File: config.mk
export PLATFORM = sky130hd
export DESIGN_NAME = hdmi_i2c_cfg_seq_flat
export DESIGN_NICKNAME = d
export VERILOG_FILES = /design/src/rtl/hdmi_i2c_cfg_seq_if.sv /design/src/rtl/hdmi_i2c_cfg_seq.sv /design/src/flat_wrapper.sv
export SDC_FILE = /design/constraint.sdc
export NUM_CORES = 1
export LEC_CHECK = 0
export CORE_ASPECT_RATIO = 0.7
export CORE_MARGIN = 2
export CORE_UTILIZATION = 40
export CTS_CLUSTER_SIZE = 40
export DETAILED_ROUTE_END_ITERATION = 7
export GPL_TIMING_DRIVEN = 0
export SLEW_MARGIN = 10
export SYNTH_ARGS = -nofsm -noshare
export SYNTH_HDL_FRONTEND = slang
export SYNTH_SLANG_ARGS = --single-unit
File: constraint.sdc
create_clock -name clk -period 2.3 [get_ports clk]
set_input_delay 0.575 -clock clk [delete_from_list [all_inputs] [get_ports clk]]
set_output_delay 0.575 -clock clk [all_outputs]
set_load 0.02 [all_outputs]
File: src/rtl/hdmi_i2c_cfg_seq_if.sv
// Request/done handshake between the config sequencer (master) and the I2C byte engine (slave).
interface hdmi_i2c_cfg_seq_if;
  logic       i2c_rqt;
  logic       cmd;
  logic [6:0] addr_dev;
  logic [7:0] addr_reg_H;
  logic [7:0] addr_reg_L;
  logic [7:0] data_wr_H;
  logic [7:0] data_wr_L;
  logic [7:0] data_rd;
  logic       data_rdy;
  logic       i2c_done;

  modport master (
    output i2c_rqt, cmd, addr_dev, addr_reg_H, addr_reg_L, data_wr_H, data_wr_L,
    input  data_rd, data_rdy, i2c_done
  );

  modport slave (
    input  i2c_rqt, cmd, addr_dev, addr_reg_H, addr_reg_L, data_wr_H, data_wr_L,
    output data_rd, data_rdy, i2c_done
  );
endinterface

File: src/rtl/hdmi_i2c_cfg_seq.sv
// Table-driven HDMI transmitter configuration sequencer: walks a ROM of write/delay/verify/end
// entries, drives the I2C byte engine, retries failed attempts and reports done or error.
module hdmi_i2c_cfg_seq #(
  parameter logic [6:0] DEV_ADDR    = 7'h39,
  parameter int         TBL_AW      = 8,
  parameter int         PWRUP_CYC   = 1000,
  parameter int         TIMEOUT_CYC = 65535,
  parameter int         MAX_RETRY   = 3
) (
  input  logic              clk,
  input  logic              rst,
  input  logic              start,
  output logic [TBL_AW-1:0] tbl_addr,
  input  logic [39:0]       tbl_data,
  hdmi_i2c_cfg_seq_if.master i2c,
  output logic              busy,
  output logic              config_done,
  output logic              config_err,
  output logic [TBL_AW-1:0] err_index
);

  localparam int PWR_W = (PWRUP_CYC   > 1) ? $clog2(PWRUP_CYC + 1)   : 1;
  localparam int TMO_W = (TIMEOUT_CYC > 1) ? $clog2(TIMEOUT_CYC + 1) : 1;

  localparam logic [1:0] OP_WR  = 2'b00;
  localparam logic [1:0] OP_DLY = 2'b01;
  localparam logic [1:0] OP_VER = 2'b10;

  typedef enum logic [3:0] {
    S_PWRUP, S_FETCH, S_DECODE, S_ISSUE, S_WAIT, S_CHECK, S_DLY, S_DONE, S_ERR
  } state_e;

  typedef struct packed {
    logic [1:0]  op;
    logic [15:0] reg_addr;
    logic [15:0] operand;
  } entry_t;

  state_e            state_q, state_d;
  entry_t            ent_q, ent_d;
  logic [TBL_AW-1:0] idx_q, idx_d;
  logic [TBL_AW-1:0] eidx_q, eidx_d;
  logic [PWR_W-1:0]  pwr_q, pwr_d;
  logic [TMO_W-1:0]  tmo_q, tmo_d;
  logic [19:0]       dly_q, dly_d;
  logic [3:0]        retry_q, retry_d;
  logic              pass_q, pass_d;
  logic              rqt_q, rqt_d;
  logic              cmd_q, cmd_d;
  logic [15:0]       areg_q, areg_d;
  logic [15:0]       wdat_q, wdat_d;
  logic              busy_q, busy_d;
  logic              done_q, done_d;
  logic              err_q, err_d;
  logic              advance;
  logic [7:0]        vmask;

  assign vmask = ent_q.operand[15:8];

  always_comb begin
    state_d = state_q;
    ent_d   = ent_q;
    idx_d   = idx_q;
    eidx_d  = eidx_q;
    pwr_d   = pwr_q;
    tmo_d   = tmo_q;
    dly_d   = dly_q;
    retry_d = retry_q;
    pass_d  = pass_q;
    rqt_d   = rqt_q;
    cmd_d   = cmd_q;
    areg_d  = areg_q;
    wdat_d  = wdat_q;
    advance = 1'b0;

    case (state_q)
      S_PWRUP: begin
        if (pwr_q == PWR_W'(PWRUP_CYC - 1)) begin
          pwr_d   = '0;
          state_d = S_FETCH;
        end else begin
          pwr_d = pwr_q + 1'b1;
        end
      end
      S_FETCH: state_d = S_DECODE;
      S_DECODE: begin
        ent_d   = '{op: tbl_data[39:38], reg_addr: tbl_data[31:16], operand: tbl_data[15:0]};
        retry_d = '0;
        case (tbl_data[39:38])
          OP_WR, OP_VER: state_d = S_ISSUE;
          OP_DLY: begin
            if (tbl_data[15:0] == 16'h0) begin
              advance = 1'b1;
            end else begin
              dly_d   = {tbl_data[15:0], 4'h0};
              state_d = S_DLY;
            end
          end
          default: state_d = S_DONE;
        endcase
      end
      S_ISSUE: begin
        rqt_d   = 1'b1;
        cmd_d   = (ent_q.op == OP_VER);
        areg_d  = ent_q.reg_addr;
        wdat_d  = (ent_q.op == OP_WR) ? ent_q.operand : 16'h0;
        tmo_d   = '0;
        state_d = S_WAIT;
      end
      S_WAIT: begin
        // done is checked before the timeout so a coincident done still counts as success
        if (i2c.i2c_done) begin
          rqt_d   = 1'b0;
          pass_d  = (ent_q.op == OP_WR) ||
                    (i2c.data_rdy && ((i2c.data_rd & vmask) == (ent_q.operand[7:0] & vmask)));
          state_d = S_CHECK;
        end else if (tmo_q == TMO_W'(TIMEOUT_CYC - 1)) begin
          rqt_d   = 1'b0;
          pass_d  = 1'b0;
          state_d = S_CHECK;
        end else begin
          tmo_d = tmo_q + 1'b1;
        end
      end
      S_CHECK: begin
        // CHECK itself is the low-rqt gap before a retry is reissued
        if (pass_q) begin
          advance = 1'b1;
        end else if (retry_q < 4'(MAX_RETRY)) begin
          retry_d = retry_q + 1'b1;
          state_d = S_ISSUE;
        end else begin
          eidx_d  = idx_q;
          state_d = S_ERR;
        end
      end
      S_DLY: begin
        if (dly_q <= 20'd1) advance = 1'b1;
        else                dly_d   = dly_q - 1'b1;
      end
      S_DONE, S_ERR: begin
        if (start) begin
          idx_d   = '0;
          eidx_d  = '0;
          pwr_d   = '0;
          state_d = S_PWRUP;
        end
      end
      default: state_d = S_ERR;
    endcase

    // running off the end of the table without an END entry is an error
    if (advance) begin
      retry_d = '0;
      if (idx_q == {TBL_AW{1'b1}}) begin
        eidx_d  = idx_q;
        state_d = S_ERR;
      end else begin
        idx_d   = idx_q + 1'b1;
        state_d = S_FETCH;
      end
    end

    busy_d = !(state_d == S_DONE || state_d == S_ERR);
    done_d = (state_d == S_DONE);
    err_d  = (state_d == S_ERR);
  end

  always_ff @(posedge clk) begin
    if (rst) begin
      state_q <= S_PWRUP;
      ent_q   <= '0;
      idx_q   <= '0;
      eidx_q  <= '0;
      pwr_q   <= '0;
      tmo_q   <= '0;
      dly_q   <= '0;
      retry_q <= '0;
      pass_q  <= 1'b0;
      rqt_q   <= 1'b0;
      cmd_q   <= 1'b0;
      areg_q  <= '0;
      wdat_q  <= '0;
      busy_q  <= 1'b0;
      done_q  <= 1'b0;
      err_q   <= 1'b0;
    end else begin
      state_q <= state_d;
      ent_q   <= ent_d;
      idx_q   <= idx_d;
      eidx_q  <= eidx_d;
      pwr_q   <= pwr_d;
      tmo_q   <= tmo_d;
      dly_q   <= dly_d;
      retry_q <= retry_d;
      pass_q  <= pass_d;
      rqt_q   <= rqt_d;
      cmd_q   <= cmd_d;
      areg_q  <= areg_d;
      wdat_q  <= wdat_d;
      busy_q  <= busy_d;
      done_q  <= done_d;
      err_q   <= err_d;
    end
  end

  assign tbl_addr       = idx_q;
  assign i2c.i2c_rqt    = rqt_q;
  assign i2c.cmd        = cmd_q;
  assign i2c.addr_dev   = DEV_ADDR;
  assign i2c.addr_reg_H = areg_q[15:8];
  assign i2c.addr_reg_L = areg_q[7:0];
  assign i2c.data_wr_H  = wdat_q[15:8];
  assign i2c.data_wr_L  = wdat_q[7:0];
  assign busy           = busy_q;
  assign config_done    = done_q;
  assign config_err     = err_q;
  assign err_index      = eidx_q;

endmodule

File: src/flat_wrapper.sv
// flat-port wrapper written by rule: the top's interface ports become plain ports
module hdmi_i2c_cfg_seq_flat 
#(
  parameter logic [6:0] DEV_ADDR    = 7'h39,
  parameter int         TBL_AW      = 8,
  parameter int         PWRUP_CYC   = 1000,
  parameter int         TIMEOUT_CYC = 65535,
  parameter int         MAX_RETRY   = 3
)
  (clk, rst, start, tbl_addr, tbl_data, busy, config_done, config_err, err_index, i2c_i2c_rqt, i2c_cmd, i2c_addr_dev, i2c_addr_reg_H, i2c_addr_reg_L, i2c_data_wr_H, i2c_data_wr_L, i2c_data_rd, i2c_data_rdy, i2c_i2c_done);
  hdmi_i2c_cfg_seq_if i2c_i ();
  input  logic clk;
  input  logic rst;
  input  logic start;
  output logic [TBL_AW-1:0] tbl_addr;
  input  logic [39:0] tbl_data;
  output logic busy;
  output logic config_done;
  output logic config_err;
  output logic [TBL_AW-1:0] err_index;
  output wire logic [$bits(i2c_i.i2c_rqt)-1:0] i2c_i2c_rqt;
  output wire logic [$bits(i2c_i.cmd)-1:0] i2c_cmd;
  output wire logic [$bits(i2c_i.addr_dev)-1:0] i2c_addr_dev;
  output wire logic [$bits(i2c_i.addr_reg_H)-1:0] i2c_addr_reg_H;
  output wire logic [$bits(i2c_i.addr_reg_L)-1:0] i2c_addr_reg_L;
  output wire logic [$bits(i2c_i.data_wr_H)-1:0] i2c_data_wr_H;
  output wire logic [$bits(i2c_i.data_wr_L)-1:0] i2c_data_wr_L;
  input wire logic [$bits(i2c_i.data_rd)-1:0] i2c_data_rd;
  input wire logic [$bits(i2c_i.data_rdy)-1:0] i2c_data_rdy;
  input wire logic [$bits(i2c_i.i2c_done)-1:0] i2c_i2c_done;
  assign i2c_i2c_rqt = i2c_i.i2c_rqt;
  assign i2c_cmd = i2c_i.cmd;
  assign i2c_addr_dev = i2c_i.addr_dev;
  assign i2c_addr_reg_H = i2c_i.addr_reg_H;
  assign i2c_addr_reg_L = i2c_i.addr_reg_L;
  assign i2c_data_wr_H = i2c_i.data_wr_H;
  assign i2c_data_wr_L = i2c_i.data_wr_L;
  assign i2c_i.data_rd = i2c_data_rd;
  assign i2c_i.data_rdy = i2c_data_rdy;
  assign i2c_i.i2c_done = i2c_i2c_done;
  hdmi_i2c_cfg_seq #(.DEV_ADDR(DEV_ADDR), .TBL_AW(TBL_AW), .PWRUP_CYC(PWRUP_CYC), .TIMEOUT_CYC(TIMEOUT_CYC), .MAX_RETRY(MAX_RETRY)) u_core (.clk(clk), .rst(rst), .start(start), .tbl_addr(tbl_addr), .tbl_data(tbl_data), .i2c(i2c_i), .busy(busy), .config_done(config_done), .config_err(config_err), .err_index(err_index));
endmodule
==> key figures <==
Status
  – Outcome: completed

Global route
  – Total GRT Usage: 0.235
  – Vias in the first global route: 6,029
  – Initial antenna violation count: 1
  – Pin count of the biggest net entering global routing: 17
  – Gr ovfl total: 0
  – First-pass GRT wire length: 33,400 um

Place
  – Post-Place Cell Area: 8020 um^2
  – Dpl ws: -0.739 ns
  – Final HPWL from detailed placement: 14,900 um
  – Routability cong.: 0.871
  – Port bufs: 98

Drt
  – DRC violations left: 0
  – Antenna-violating nets left: 0
  – Wirelength per Cell: 17.6 um
  – Initial DRC Count: 477
  – Via count: 6,638
  – DRT Pass-1 Iters: 5
  – Drt total wl: 21,000 um
  – DR vias/cell: 5.56

Clocking
  – H-tree depth: 4
  – Clk_lat worst skew: 0.43 ns
  – Clock Path Buffers: 2
  – Number of buffers created by CTS: 17
  – Root buf cell: clkbuf_16
  – CTS sink count: 142
  – CTS tree: built
  – Hold_buf cts: 0
  – CTS clk-pin slew, worst paths: 0.06 ns

Timing
  – Worst Tran Pin Value: 0.655 ns
  – Fin worst setup slack: 0.0708 ns
  – Relative slew slack: 0.563
  – Post-layout minimum cycle time: 2.23 ns
  – Final period utilization: 0.969
  – Final Max Slew Viols: 0
  – Max Fclk: 449 MHz
  – Final Hold Fails: 0
  – Final setup fails: 0
  – Worst Skew: 0.00998 ns

Run
  – Max-cap viol count: 0

Worst hold path
  – Worst min path class: flip-flop to flip-flop

Yosys
  – EDFF count, synth: 0
  – Syn Inst Count: 823
  – Flops & latches, synth: 142
  – Post-Syn Area: 6740 um^2
  – Top_reg_cell synth: dfxtp_1
  – Synthesis warning total: 0
  – Post-synthesis cell type count: 78
  – Sequential share of the synthesized area: 0.422
  – Synth async-reset ratio: 0
  – Avg Inst Size Synth: 8.19 um^2

Worst setup path
  – Startpoint type of the worst setup path: input port
  – CP peak stage delay: 0.50 ns
  – WP data arrival: 2.58 ns
  – Crit path kind: input port to flip-flop
  – Setup crit end kind: flip-flop
  – CP max-delay cell: clkdlybuf4s50_1
  – CP max FO: 5
  – CP cell instances: clkdlybuf4s50_1 > nor4_1 > nand4_1 > buf_4 > o31a_1 > a21oi_1 > o32a_1
  – Data required, critical path: 2.65 ns

Power and ir drop
  – Pwr Density: 606 nW/um^2
  – Lkg Pwr: 3.22 nW
  – Post-layout power: 0.00539 W
  – Peak supply drop: 412 uV

Die
  – Chip width: 159 um
  – Starting Density: 0.411
  – Floorplan die height: 113 um
  – Num ports: 113
  – Row count: 39
  – Die area: 17,900 um^2
  – Core ar.: 16,400 um^2

Final layout
  – Fin nets: 1,015
  – Most common cell after layout, fill and taps aside: nand2_1
  – Post-layout util: 0.543
  – Commonest non-fill, non-tap cells in the layout: nand2_1 (151), dfxtp_1 (139), a21oi_1 (92)
  – Share of post-route cells with drive strength above 1: 0.117
  – Post-route cell area: 8900 um^2
  – Area Overhead vs Synth: 32.2%
  – Diodes inserted: 0
-- cells in the mapped netlist (all sizes together) (3+ instances only) --
cell type / n / area share
o21a: 6 / 0.0067
nand3: 36 / 0.027
xor2: 16 / 0.021
o21ai: 15 / 0.011
nand2: 151 / 0.084
or2: 3 / 0.0028
a211oi: 6 / 0.0067
buf: 13 / 0.013
nor2: 44 / 0.025
o211ai: 9 / 0.010
a22o: 17 / 0.022
nand4: 8 / 0.0074
a21oi: 93 / 0.069
nor2b: 7 / 0.0065
nor3b: 4 / 0.0045
o31a: 3 / 0.0039
o221ai: 5 / 0.0065
and2: 7 / 0.0065
nor3: 30 / 0.023
ha: 7 / 0.013
inv: 9 / 0.0050
clkbuf: 49 / 0.027
or4: 4 / 0.0045
mux2i: 12 / 0.018
dfxtp: 142 / 0.42
or3: 11 / 0.010
a21boi: 4 / 0.0045
xnor2: 5 / 0.0065
o32ai: 17 / 0.023
and3: 12 / 0.011
nand3b: 4 / 0.0045
nor4: 15 / 0.016
a31oi: 6 / 0.0056
nor4b: 3 / 0.0071
or4b: 3 / 0.0050
a2111oi: 3 / 0.0069
a22oi: 9 / 0.010
and4: 3 / 0.0039
nand2b: 3 / 0.0028
-- area by class of cell --
cell class | instances | area, um^2
multi-input cells | 614 | 3770
flip-flops and latches | 142 | 2850
repair buffers | 110 | 1100
well taps | 225 | 282
clock buffers | 19 | 453
inverters | 10 | 37.5
clock inverters | 13 | 118
plain buffers | 60 | 295
fillers | 1603 | 7490
-- power by group --
part	leakage (nW)	internal (W)	switching, W	total [W]
registers	1.15	0.00246	0.00000430	0.00247
clock network	0.279	0.00148	0.00120	0.00269
logic	1.80	0.000106	0.000137	0.000243
-- kinds of logic after synthesis --
family          after synthesis  share of synthesized area
flops                       142                      0.422
fa+ha+maj                     7                     0.0130
compound gates              214                      0.214
mux                          12                     0.0178
buf+inv                      72                     0.0462
simple gates                353                      0.258
xor+xnor                     21                     0.0273
other cells                   2                    0.00111
-- final timing paths --
kind,end,slack [ns],depth (start not counted),from
max,u_core.busy,0.07,7,tbl_data[6]
min,u_core.areg_q[8],0.45,2,u_core.ent_q[24]
max reg2reg,u_core.tmo_q[13],0.10,6,u_core.state_q[0]
min reg2reg,u_core.areg_q[8],0.45,2,u_core.ent_q[24]
-- layer usage --
| layer | up-vias | share of wire | GRT usage |
|---|---|---|---|
| met4 | 0 | 0.0070 | 0.0479 |
| met5 | - | 0 | 0 |
| met1 | 3117 | 0.52 | 0.368 |
| met3 | 13 | 0.081 | 0.0639 |
| li1 | 3261 | - | - |
| met2 | 247 | 0.40 | 0.314 |
-- what timing repair did --
action	in CTS	in global routing
buffers inserted	5	7
gates resized for setup	21	45
pin swaps	2	8
endpoints found under the setup margin	105	73
-- flip-flops by register name (all words and copies together), names as in the netlist, 4 cells and up --
signal            flops
u_core.ent_q         34
u_core.dly_q         20
u_core.areg_q        16
u_core.tmo_q         16
u_core.wdat_q        16
u_core.pwr_q         10
u_core.err_index      8
u_core.tbl_addr       8
u_core.retry_q        4
u_core.state_q        4
-- stage by stage --
step / std cells / setup TNS [ns] / hold WS, ns
CTS: 1187 / 0 / 0.455
floorplan: 828 / 0 / 0.432
finish: 1193 / 0 / 0.450
detailed placement: 1151 / -59.43 / 0.447
global route: 1193 / -0.00225 / 0.465
global placement: 1151 / -61.52 / 0.442
-- worst max-delay path, delay by kind of cell --
kind                   cells  cell delay (ns)
buffers and inverters      2             0.71
AOI/OAI and AO/OA          3             0.77
and+or+nand+nor            2             0.52
No activity file was read; power rests on OpenSTA's default activity.
==> edit, RTL diff (same settings) <==
Put one more register stage on the output `err_index`, cleared by the reset. The value now appears one clock later. The other outputs are not delayed to match.
--- a/src/rtl/hdmi_i2c_cfg_seq.sv
+++ b/src/rtl/hdmi_i2c_cfg_seq.sv
@@ -215,7 +215,13 @@
   assign busy           = busy_q;
   assign config_done    = done_q;
   assign config_err     = err_q;
-  assign err_index      = eidx_q;
+  always_ff @(posedge clk) begin
+    if (rst) begin
+      err_index <= '0;
+    end else begin
+      err_index <= eidx_q;
+    end
+  end
 
 endmodule
 
Function: same outputs for any inputs over 10 cycles, from zero or initial values and one cycle with rst high; that may be too few to reach the edited logic, so the function may still have changed.
==> edit against the original RTL <==
- combinational power down 9.9%
- wire length down 10%
- global-route usage down 1.9 points
- power up 5.5%
- via count down 7.9%
- sequential cell count up 8
- setup slack worse by 67 ps
- clock power up 7%
- cell area down 1.5%
- area after synthesis down 1.6%
- largest cell class unchanged
==> edit: results (changes against the original RTL) <==
met2 usage=29.33% (was 31.42%); worst r2r dst=u_core.dly_q[13] (was u_core.tmo_q[13]); r2r startpoint=u_core.state_q[3] (was u_core.state_q[0]); multiplexer area fraction after synthesis=1.227% (was 1.783%); Largest stage delay, worst path=520 ps (was 500 ps); sequential fraction of the synthesis area=45.32% (was 42.20%); met3 wire length=1.091 mm (was 1.699 mm); Yosys top cell area share=45.32% (was 42.20%); post-CTS setup repair buffer count=7 (was 5); met3 Usage GRT=5.527% (was 6.393%); Synth area leaders=dfxtp_1 (45%), nand2_1 (9.4%), a21oi_1 (7.2%), nor2_1 (3.2%), o21ai_0 (2.7%) (was dfxtp_1 (42%), nand2_1 (8.4%), a21oi_1 (6.9%), nand3_1 (2.7%), clkbuf_1 (2.7%)); core area=16250 sq um (was 16400 sq um); pin count of the biggest net entering global routing=17 (unchanged); Crit. Startpoint=tbl_data[12] (was tbl_data[6]); vias per std cell=5.166 (was 5.564); met1 usage=33.72% (was 36.83%); Layout Nets=1005 (was 1015); slowest CP cell=clkdlybuf4s50_1 (unchanged); top cells by count, synth=nand2_1 (166), dfxtp_1 (150), a21oi_1 (95) (was nand2_1 (151), dfxtp_1 (142), a21oi_1 (93)); WL met2=7.654 mm (was 8.306 mm); Post-DP HPWL=13.29 mm (was 14.92 mm); post-synthesis xor/xnor area fraction=3.701% (was 2.730%); Placed Area=7908 sq um (was 8018 sq um); Setup crit end=u_core.eidx_q[4] (was u_core.busy); final non-filler cell total=1183 (was 1193); antenna violations before repair=0 (was 1); first-pass GRT wire length=29.90 mm (was 33.35 mm); share of layout cells above drive strength 1=10.23% (was 11.67%); placed insts=1138 (was 1151); Initial DRC Count=421 (was 477); Least-Margin Pin Slew=702.0 ps (was 654.9 ps); Worst Path Max Fanout=7 (was 5); # fillers=1556 (was 1603); WL met1=9.939 mm (was 10.85 mm); vias in the first global route=5605 (was 6029); post-synthesis compound-gate area fraction=16.92% (was 21.43%); Setup Skew=11.23 ps (was 9.976 ps); Total GRT Usage=21.61% (was 23.47%); Total Wirelength=18.85 mm (was 21.00 mm); post_cts resized=23 (was 21); routability congestion estimate=0.8756 (was 0.8709); synthesized area per cell=8.181 sq um (was 8.185 sq um); peak supply drop=456.8 uV (was 412.2 uV); status=finished, final reports clean (unchanged); post-synthesis adder-cell area fraction=1.322% (was 1.300%); FF-to-FF path depth=8 (was 6)
edit: metrics by stage:
stage	util (%)	setup WS, ps	hold slack, ps	setup TNS, ps	power (mW)
CTS	53.06	0.3935	454.4	0	5.738
detailed placement	48.66	-753.1	445.3	-27190	2.887
floorplan	-	180.4	432.1	0	2.753
finish	53.95	3.787	453.3	0	5.691
global placement	48.66	-744.0	440.1	-26810	2.891
global route	53.95	-29.01	468.4	-68.35	5.876
edit: final cells by class:
type | instances | share of cell area (%)
tap | 225 | 3.211
clock inverter | 14 | 1.884
multi-input combinational | 605 | 39.93
clock buffer | 18 | 5.009
sequential | 150 | 34.31
timing repair buffer | 111 | 12.40
buffer | 49 | 2.783
inverter | 11 | 0.4710
edit: where the power goes:
part / total (mW) / switching [mW] / internal (mW)
registers: 2.61 / 0.00540 / 2.60
logic: 0.219 / 0.121 / 0.0977
clock network: 2.87 / 1.21 / 1.66
